===== src/rtl/alu_arbiter.sv =====
// ---------------------------------------------------------------------------
// alu_arbiter
//
// Two-client round-robin arbiter and sequencer in front of a shared ALU whose
// inputs are captured on the rising edge of `alu_ena`. The winning client's
// operands are latched at its grant. The ALU sees a clean low-high-low enable
// pulse with settled inputs. Multiply functions get extra settling cycles.
// Results and flags are registered and returned with a one-cycle done strobe.
//
// Optional feature (compile-time macro ALU_ARB_ILLEGAL_CHK_EN):
//   When defined, a function code above 11 is never sent to the ALU. The op
//   completes early with err_o, and the results and flags are cleared.
//   When undefined, err_o is tied low and every code is forwarded.
//
// Ports:
//   clk, rst                 clock (rising edge), async active-low reset
//   req0/1                   client request levels
//   func0/1, a0/1, b0/1, sh0/1  client operation fields
//   gnt0/1                   one-cycle grant, operands latched at this edge
//   done0/1                  one-cycle completion strobe
//   err_o                    illegal-function completion (macro build only)
//   res1_o, res2_o, flags_o  registered results, {carry, sign, ovf, zero}
//   busy_o                   FSM not in IDLE
//   alu_inp1/2, alu_shAmt, alu_func, alu_ena   drive the ALU
//   alu_res1/2, alu_carry/sign/ovf/zero        ALU outputs
//   fsm_state                current FSM state, for observation
//
// Client handshake:
//   A client holds req high until its done strobe. The request is accepted
//   only in IDLE, and acceptance is signalled by a one-cycle gnt. After gnt,
//   the operands are no longer needed. req must be low by the edge that ends
//   the done cycle, or it counts as a new request. A losing client simply
//   stays pending; nothing about it is latched.
// ---------------------------------------------------------------------------
module alu_arbiter #(
    parameter int WIDTH   = 32,
    parameter int MUL_LAT = 2
) (
    input  logic             clk,
    input  logic             rst,
    input  logic             req0,
    input  logic             req1,
    input  logic [5:0]       func0,
    input  logic [5:0]       func1,
    input  logic [WIDTH-1:0] a0,
    input  logic [WIDTH-1:0] a1,
    input  logic [WIDTH-1:0] b0,
    input  logic [WIDTH-1:0] b1,
    input  logic [4:0]       sh0,
    input  logic [4:0]       sh1,
    output logic             gnt0,
    output logic             gnt1,
    output logic             done0,
    output logic             done1,
    output logic             err_o,
    output logic [WIDTH-1:0] res1_o,
    output logic [WIDTH-1:0] res2_o,
    output logic [3:0]       flags_o,
    output logic             busy_o,
    output logic [WIDTH-1:0] alu_inp1,
    output logic [WIDTH-1:0] alu_inp2,
    output logic [4:0]       alu_shAmt,
    output logic [5:0]       alu_func,
    output logic             alu_ena,
    input  logic [WIDTH-1:0] alu_res1,
    input  logic [WIDTH-1:0] alu_res2,
    input  logic             alu_carry,
    input  logic             alu_sign,
    input  logic             alu_ovf,
    input  logic             alu_zero,
    output logic [2:0]       fsm_state
);

    typedef enum logic [2:0] {
        S_IDLE    = 3'd0,
        S_SETUP   = 3'd1,
        S_FIRE    = 3'd2,
        S_WAIT    = 3'd3,
        S_CAPTURE = 3'd4,
        S_DONE    = 3'd5
    } state_t;

    // Terminal count of the multiply wait counter. It is only used when
    // MUL_LAT > 0.
    localparam logic [3:0] LAT_LAST = (MUL_LAT > 0) ? 4'(MUL_LAT - 1) : 4'd0;
    localparam bit         HAS_LAT  = (MUL_LAT > 0);

    state_t     state;
    state_t     next_state;
    logic       last_served;   // port served most recently; resets to 1
    logic       winner;        // port owning the current operation
    logic [3:0] wait_cnt;
    logic       any_req;
    logic       pick1;
    logic       is_mul;

    assign any_req = req0 | req1;
    // A lone request wins outright. On a tie, the port not served last wins.
    assign pick1   = req1 & (~req0 | ~last_served);
    assign is_mul  = (alu_func == 6'd1) || (alu_func == 6'd2);

    assign busy_o    = (state != S_IDLE);
    assign fsm_state = state;

`ifdef ALU_ARB_ILLEGAL_CHK_EN
    logic illegal;
    logic err_flag;
    logic err_q;
    assign illegal = (alu_func > 6'd11);
    assign err_o   = err_q;
`else
    assign err_o   = 1'b0;
`endif

    // ---------------- state register ----------------
    always_ff @(posedge clk or negedge rst) begin
        if (!rst) state <= S_IDLE;
        else      state <= next_state;
    end

    // ---------------- next-state logic ----------------
    always_comb begin
        next_state = state;
        case (state)
            S_IDLE:    if (any_req) next_state = S_SETUP;
`ifdef ALU_ARB_ILLEGAL_CHK_EN
            S_SETUP:   next_state = illegal ? S_DONE : S_FIRE;
`else
            S_SETUP:   next_state = S_FIRE;
`endif
            S_FIRE:    next_state = (is_mul && HAS_LAT) ? S_WAIT : S_CAPTURE;
            S_WAIT:    if (wait_cnt == LAT_LAST) next_state = S_CAPTURE;
            S_CAPTURE: next_state = S_DONE;
            S_DONE:    next_state = S_IDLE;
            default:   next_state = S_IDLE;
        endcase
    end

    // ---------------- registered outputs and datapath ----------------
    // All strobes are registered, so each output is one edge behind the
    // state that produces it. alu_ena is high for the cycle after FIRE, and
    // done is high for the cycle after DONE.
    always_ff @(posedge clk or negedge rst) begin
        if (!rst) begin
            gnt0        <= 1'b0;
            gnt1        <= 1'b0;
            done0       <= 1'b0;
            done1       <= 1'b0;
            alu_ena     <= 1'b0;
            alu_inp1    <= '0;
            alu_inp2    <= '0;
            alu_shAmt   <= '0;
            alu_func    <= '0;
            res1_o      <= '0;
            res2_o      <= '0;
            flags_o     <= '0;
            last_served <= 1'b1;
            winner      <= 1'b0;
            wait_cnt    <= '0;
`ifdef ALU_ARB_ILLEGAL_CHK_EN
            err_flag    <= 1'b0;
            err_q       <= 1'b0;
`endif
        end else begin
            gnt0    <= 1'b0;
            gnt1    <= 1'b0;
            done0   <= 1'b0;
            done1   <= 1'b0;
            alu_ena <= (state == S_FIRE);
`ifdef ALU_ARB_ILLEGAL_CHK_EN
            err_q   <= 1'b0;
`endif
            case (state)
                S_IDLE: begin
                    if (any_req) begin
                        winner <= pick1;
                        gnt0   <= ~pick1;
                        gnt1   <= pick1;
                        if (pick1) begin
                            alu_inp1  <= a1;
                            alu_inp2  <= b1;
                            alu_shAmt <= sh1;
                            alu_func  <= func1;
                        end else begin
                            alu_inp1  <= a0;
                            alu_inp2  <= b0;
                            alu_shAmt <= sh0;
                            alu_func  <= func0;
                        end
                    end
                end
                S_SETUP: begin
`ifdef ALU_ARB_ILLEGAL_CHK_EN
                    err_flag <= illegal;
`endif
                end
                S_FIRE:  wait_cnt <= '0;
                S_WAIT:  wait_cnt <= wait_cnt + 4'd1;
                S_CAPTURE: begin
                    res1_o  <= alu_res1;
                    res2_o  <= alu_res2;
                    flags_o <= {alu_carry, alu_sign, alu_ovf, alu_zero};
                end
                S_DONE: begin
                    done0       <= ~winner;
                    done1       <= winner;
                    last_served <= winner;
`ifdef ALU_ARB_ILLEGAL_CHK_EN
                    if (err_flag) begin
                        err_q   <= 1'b1;
                        res1_o  <= '0;
                        res2_o  <= '0;
                        flags_o <= '0;
                    end
`endif
                end
                default: ;
            endcase
        end
    end

endmodule

===== config.mk =====
export PLATFORM = sky130hd
export DESIGN_NAME = alu_arbiter
export DESIGN_NICKNAME = d
export VERILOG_FILES = /design/src/rtl/alu_arbiter.sv
export SDC_FILE = /design/constraint.sdc
export NUM_CORES = 1
export LEC_CHECK = 0
export ABC_AREA = 1
export CELL_PAD_IN_SITES_DETAIL_PLACEMENT = 0
export CELL_PAD_IN_SITES_GLOBAL_PLACEMENT = 1
export CORE_MARGIN = 8
export CORE_UTILIZATION = 27
export CTS_CLUSTER_DIAMETER = 120
export DETAILED_ROUTE_END_ITERATION = 12
export HOLD_SLACK_MARGIN = 0.15
export PLACE_DENSITY_LB_ADDON = 0.12
export SLEW_MARGIN = 20
export SYNTH_ARGS = -nofsm -noshare
export SYNTH_HDL_FRONTEND = slang
export SYNTH_SLANG_ARGS = --single-unit

===== constraint.sdc =====
create_clock -name clk -period 1.9 [get_ports clk]
set_input_delay 0.19 -clock clk [delete_from_list [all_inputs] [get_ports clk]]
set_output_delay 0.19 -clock clk [all_outputs]
set_load 0.01 [all_outputs]

# Word-level counts from Yosys, hierarchy flattened

Cells that the tools add are included.

Register bits: 157
Bits of input ports: 222
Output and inout port bits: 153
Logic and storage cells: 55

Add/subtract/negate cells: 1
Eq/ne operators: 10
Multiplexer cells: 15
Bitwise logic cells: 7
Reductions and logical operators: 6

Operator list:

| operator                                                        | number |
|---|---|
| 32-bit two-way mux                                              | 2 |
| 3-bit one-hot mux with 5 select lines                           | 1 |
| 3-bit two-way mux                                               | 3 |
| 4-bit one-hot mux with 2 select lines                           | 1 |
| 3-bit by 2-bit == test with 1-bit output, second input constant | 2 |
| 3-bit == test, second input constant                            | 2 |
| 6-bit by 1-bit == test with 1-bit output, second input constant | 1 |
| 6-bit by 2-bit == test with 1-bit output, second input constant | 1 |
| 1-bit two-way mux                                               | 6 |
| 6-bit two-way mux                                               | 1 |
| 5-bit two-way mux                                               | 1 |
| 4-bit by 1-bit adder with 4-bit output, second input constant   | 1 |
| 4-bit by 1-bit == test with 1-bit output, second input constant | 1 |
| 2-bit inequality test, second input constant                    | 2 |
| 1-bit NOT                                                       | 4 |
| 2-bit AND reduction                                             | 2 |
| 3-bit by 1-bit == test with 1-bit output, second input constant | 1 |
| 3-bit zero test                                                 | 1 |
| 3-bit nonzero test                                              | 1 |
| 1-bit OR                                                        | 2 |
| 2-bit nonzero test                                              | 1 |
| 1-bit AND                                                       | 1 |
| 1-bit logical OR                                                | 1 |

# Logic depth before layout (Yosys ltp)

Word-level depth: 6
Mapped depth: 8
Gate-level depth less buffers: 8

# Worst setup path after synthesis

No wires, ideal clock.

Kind: reg-to-reg
Start: reg state[0], in the netlist fsm_state[0]
End: reg res2_o[12]
Setup time: 0.125 ns
Data arrival time: 1.330 ns
Required time: 1.775 ns
Slack: 0.445 ns
Cell stages (with the launch flop): 6
Buffers on the path: 2
Period minus slack after synthesis: 1.455 ns
Cell sequence: dfrtp_1 > nor2_4 > nand2_2 > buf_2 > buf_6 > mux2_2

Longest elaborated chain between the ends: 1

RTL lines:

| item                   | RTL line | source |
|---|---|---|
| start, declared        | 88       | `state_t state;` |
| start signal, assigned | 118      | `else state <= next_state;` |
| 3-bit == test          | 173      | `case (state)` |
| end signal, assigned   | 201      | `res2_o <= alu_res2;` |
| end, declared          | 57       | `output logic [WIDTH-1:0] res2_o,` |

No other way between the ends.
A chain may end at the register's enable or synchronous reset.

# Worst setup path after layout

Start: reg state[0], in the netlist fsm_state[0]
End: out busy_o

Longest elaborated chain between the ends: 1

RTL lines:

| item               | RTL line | source |
|---|---|---|
| 3-bit nonzero test | 102      | `assign busy_o = (state != S_IDLE);` |
| end, declared      | 59       | `output logic busy_o,` |

No other way between the ends.

==> run_results.csv <==
group,metric,value,unit
floorplan,start_util,27.4,%
route,routed_wl,23.1,mm
setup_path,crit_start,"fsm_state[0]",
cts,cts_tree,"built",
yosys,syn_area,6410,um2
yosys,yosysSeqAreaShare,61.3,%
sta,period_minus_slack,1.75,ns
setup_path,critPathMaxFanout,6,
sta,max_freq,570,MHz
yosys,yosysUniqueCellTypes,25,
cts,clockRootBuffer,"clkbuf_16",
worst_hold_path,hold_class,"in2async",
global_routing,grt_overflow_total,0,
place,port_buffers,373,
yosys,synth-seq-cells,157,
setup_path,critPathTopFamily,"flip-flops",
setup_path,startpoint_type,"register",
cts,cts_setup_buffers,0,
power_and_ir_drop,p_per_area,1580,nW/um2
route,wl_per_cell,17.4,um
setup_path,worst-setup-path-type,"reg2out",
setup_path,crit_chain,"nor2_4, nand2_1, dlygate4sd2_1",
setup_path,reg2reg_to,"alu_inp2[6]",
place,place_area,10600,um2
cts,cts_htree_levels,4,
global_routing,grt_max_degree,67,
yosys,synth_top_area_share,60.9,%
setup_path,worstPathRequired,1.71,ns
setup_path,crit_buf_inv,1,
sta,finalHoldViolCount,0,
setup_path,slowest_delay,0.46,ns
cells_and_area,drive_gt1_share,11.8,%
place,finalWeightedCongestion,0.734,
yosys,synthTopCellsByArea,"dfrtp_1 (61%), nand2_1 (14%), mux2_2 (12%)",
setup_path,r2r-start,"fsm_state[0]",
route,drtPass1Iterations,5,
sta,rsz0062_at_grt,"false",
sta,fin_tns_setup,0,ns
cts,clk_latency,0.42,ns
run_status,status,"complete, no violations",
route,routed_via_density,4.27,
route,ant_nets,0,
yosys,syn_inst,620,
global_routing,grt_use_total,15.6,%
yosys,avgSynthCellArea,10.3,um2
setup_path,worst_setup_path_end_kind,"output pin",
cts,clockBufferDepth,2,
sta,final_max_slew_viol_count,0,
power_and_ir_drop,power,0.0177,W
route,drt_iter0_markers,249,
run,maxCapViolations,0,
floorplan,rows,56,
cells_and_area,num-nets-final,1217,
yosys,syn-num-nets,844,
cts,cts_buffers,17,
cts,clock_sinks,157,
floorplan,io_pins,375,
route,met3_length,2.73,mm
route,wirelength_met1,9.06,mm
sta,finClkSkew,0.0137,ns
yosys,synth_top_area_cell,"dfrtp_1",
floorplan,die_h,170,um
setup_path,critPathSlowestCell,"dfrtp_1",
global_routing,antenna_found_initial,2,
place,dp_hpwl,17.5,mm
route,vias,5663,
cts,clkTransAtPathRegs,0.07,ns
route,wl_met2,11.1,mm
setup_path,cp-endpoint,"busy_o",
route,drcViolationCount,0,
floorplan,die_x,170,um
floorplan,die_area,28900,um2
power_and_ir_drop,peakVddDrop,623,uV
setup_path,reg2reg_depth,6,
sta,finalCritPeriodShare,92.3,%
cells_and_area,stdcell_area,11200,um2
setup_path,worstPathArrival,1.56,ns
cells_and_area,syn2layout_area_growth,74.4,%
global_routing,grt_first_pass_wirelength,34.6,mm
setup_path,crit_cells,3,
route,highest_layer,"met5",
sta,setup_viol,0,
setup_path,reg2reg_slack,0.35,ns
global_routing,grt_pass1_vias,5792,
yosys,yosys_warnings,0,
floorplan,core_area,23400,um2
power_and_ir_drop,p_leak,4.81,nW
cell usage after synthesis:
library cell  instances
nand2_1             240
dfrtp_1             156
nand3_1              82
mux2_2               68
buf_2                16
inv_1                15
buf_4                 7
nor2_1                6
clkbuf_1              5
o21ai_0               4
buf_1                 3
o22ai_1               3
ha_1                  2
xor2_1                2
a21oi_2               1
and2_1                1
buf_6                 1
conb_1                1
dfstp_2               1
nand2_2               1
nand3_2               1
nand4_1               1
nor2_2                1
nor2_4                1
xnor2_1               1
how the worst min path moves through the flow:
stage | end | cells past startpoint
after CTS | res1_o[5] | 2
final | res1_o[5] | 2
after global routing | res1_o[5] | 2
after global placement | res1_o[5] | 1
after floorplan | alu_ena | 0
after detailed placement | res1_o[5] | 1
cells by family (layout without fill, tap and decap cells):
family,after synthesis,after routing,share of synthesized area [%]
other,1,2,0.0585
muxes,68,68,11.9
AOI/OAI and AO/OA,8,8,0.742
xor gates and xnor gates,3,3,0.410
adders and majority gates,2,2,0.390
and+or+nand+nor,334,334,21.5
DFF,157,157,61.3
buffers and inverters,47,433,3.59
per-layer routing:
| layer | up-vias | global-route usage [%] |
|---|---|---|
| li1 | 2756 | - |
| met1 | 2646 | 17.8 |
| met2 | 245 | 25.9 |
| met3 | 14 | 7.32 |
| met4 | 2 | 3.85 |
| met5 | - | 0 |
final cells by class:
| cell class | instances | area (um2) |
|---|---|---|
| antenna | 1 | 2.50 |
| clock buffer | 18 | 439 |
| clock inverter | 14 | 145 |
| fill | 2279 | 12200 |
| inverter | 15 | 56.3 |
| multi-input combinational | 416 | 2270 |
| sequential | 157 | 3930 |
| tap | 319 | 399 |
| timing repair buffer | 386 | 3930 |
per-stage QoR:
stage          util [%]  hold WS [ns]  setup WS (ns)  instances
4_1_cts            47.7         0.273          0.122       1325
2_1_floorplan         -        -0.106          0.445        620
6_report           47.7         0.260          0.147       1326
3_3_place_gp       45.2         0.150          0.141       1292
5_1_grt            47.7         0.311         0.0730       1326
3_5_place_dp       45.2         0.146          0.124       1292
layout by cell type (no fill, tap or decap), types with 2 or more instances in the layout:
master,netlist,layout
clkdlybuf4s50_1,0,371
nand2_1,240,240
dfrtp_1,156,156
nand3_1,82,82
mux2_2,68,68
clkbuf_16,0,17
inv_1,15,15
buf_12,0,8
nor2_1,6,6
inv_6,0,5
o21ai_0,4,4
buf_4,7,4
o22ai_1,3,3
inv_8,0,3
nor2_4,1,2
xor2_1,2,2
ha_1,2,2
clkinv_4,0,2
clkinvlp_4,0,2
repair_timing:
action                                 CTS  global route
endpoints found under the hold margin  156             0
setup endpoints to repair                1             0
hold buffers                             1             0
gates resized for setup                  1             0
flip-flops by register name, indices dropped and copies added, names as in the netlist:
| register | cells |
|---|---|
| gnt0 | 1 |
| done0 | 1 |
| winner | 1 |
| alu_inp2 | 32 |
| alu_func | 6 |
| last_served | 1 |
| done1 | 1 |
| fsm_state | 3 |
| gnt1 | 1 |
| alu_inp1 | 32 |
| alu_shAmt | 5 |
| flags_o | 4 |
| res1_o | 32 |
| alu_ena | 1 |
| res2_o | 32 |
| wait_cnt | 4 |
worst reg2reg max path: stages (launching register included):
cell     delay (ns)
dfrtp_1        0.46
nor2_4         0.23
nand3_4        0.13
a21oi_4        0.16
buf_12         0.28
nand2_1        0.14
nand3_1        0.08
power by group:
group / leakage, nW / switching [W] / internal [W] / total, W
registers: 1.89 / 0.000853 / 0.00502 / 0.00587
clock network: 0.284 / 0.00150 / 0.00189 / 0.00339
logic: 2.64 / 0.00371 / 0.00470 / 0.00841
(Power assumes the default switching activity.)
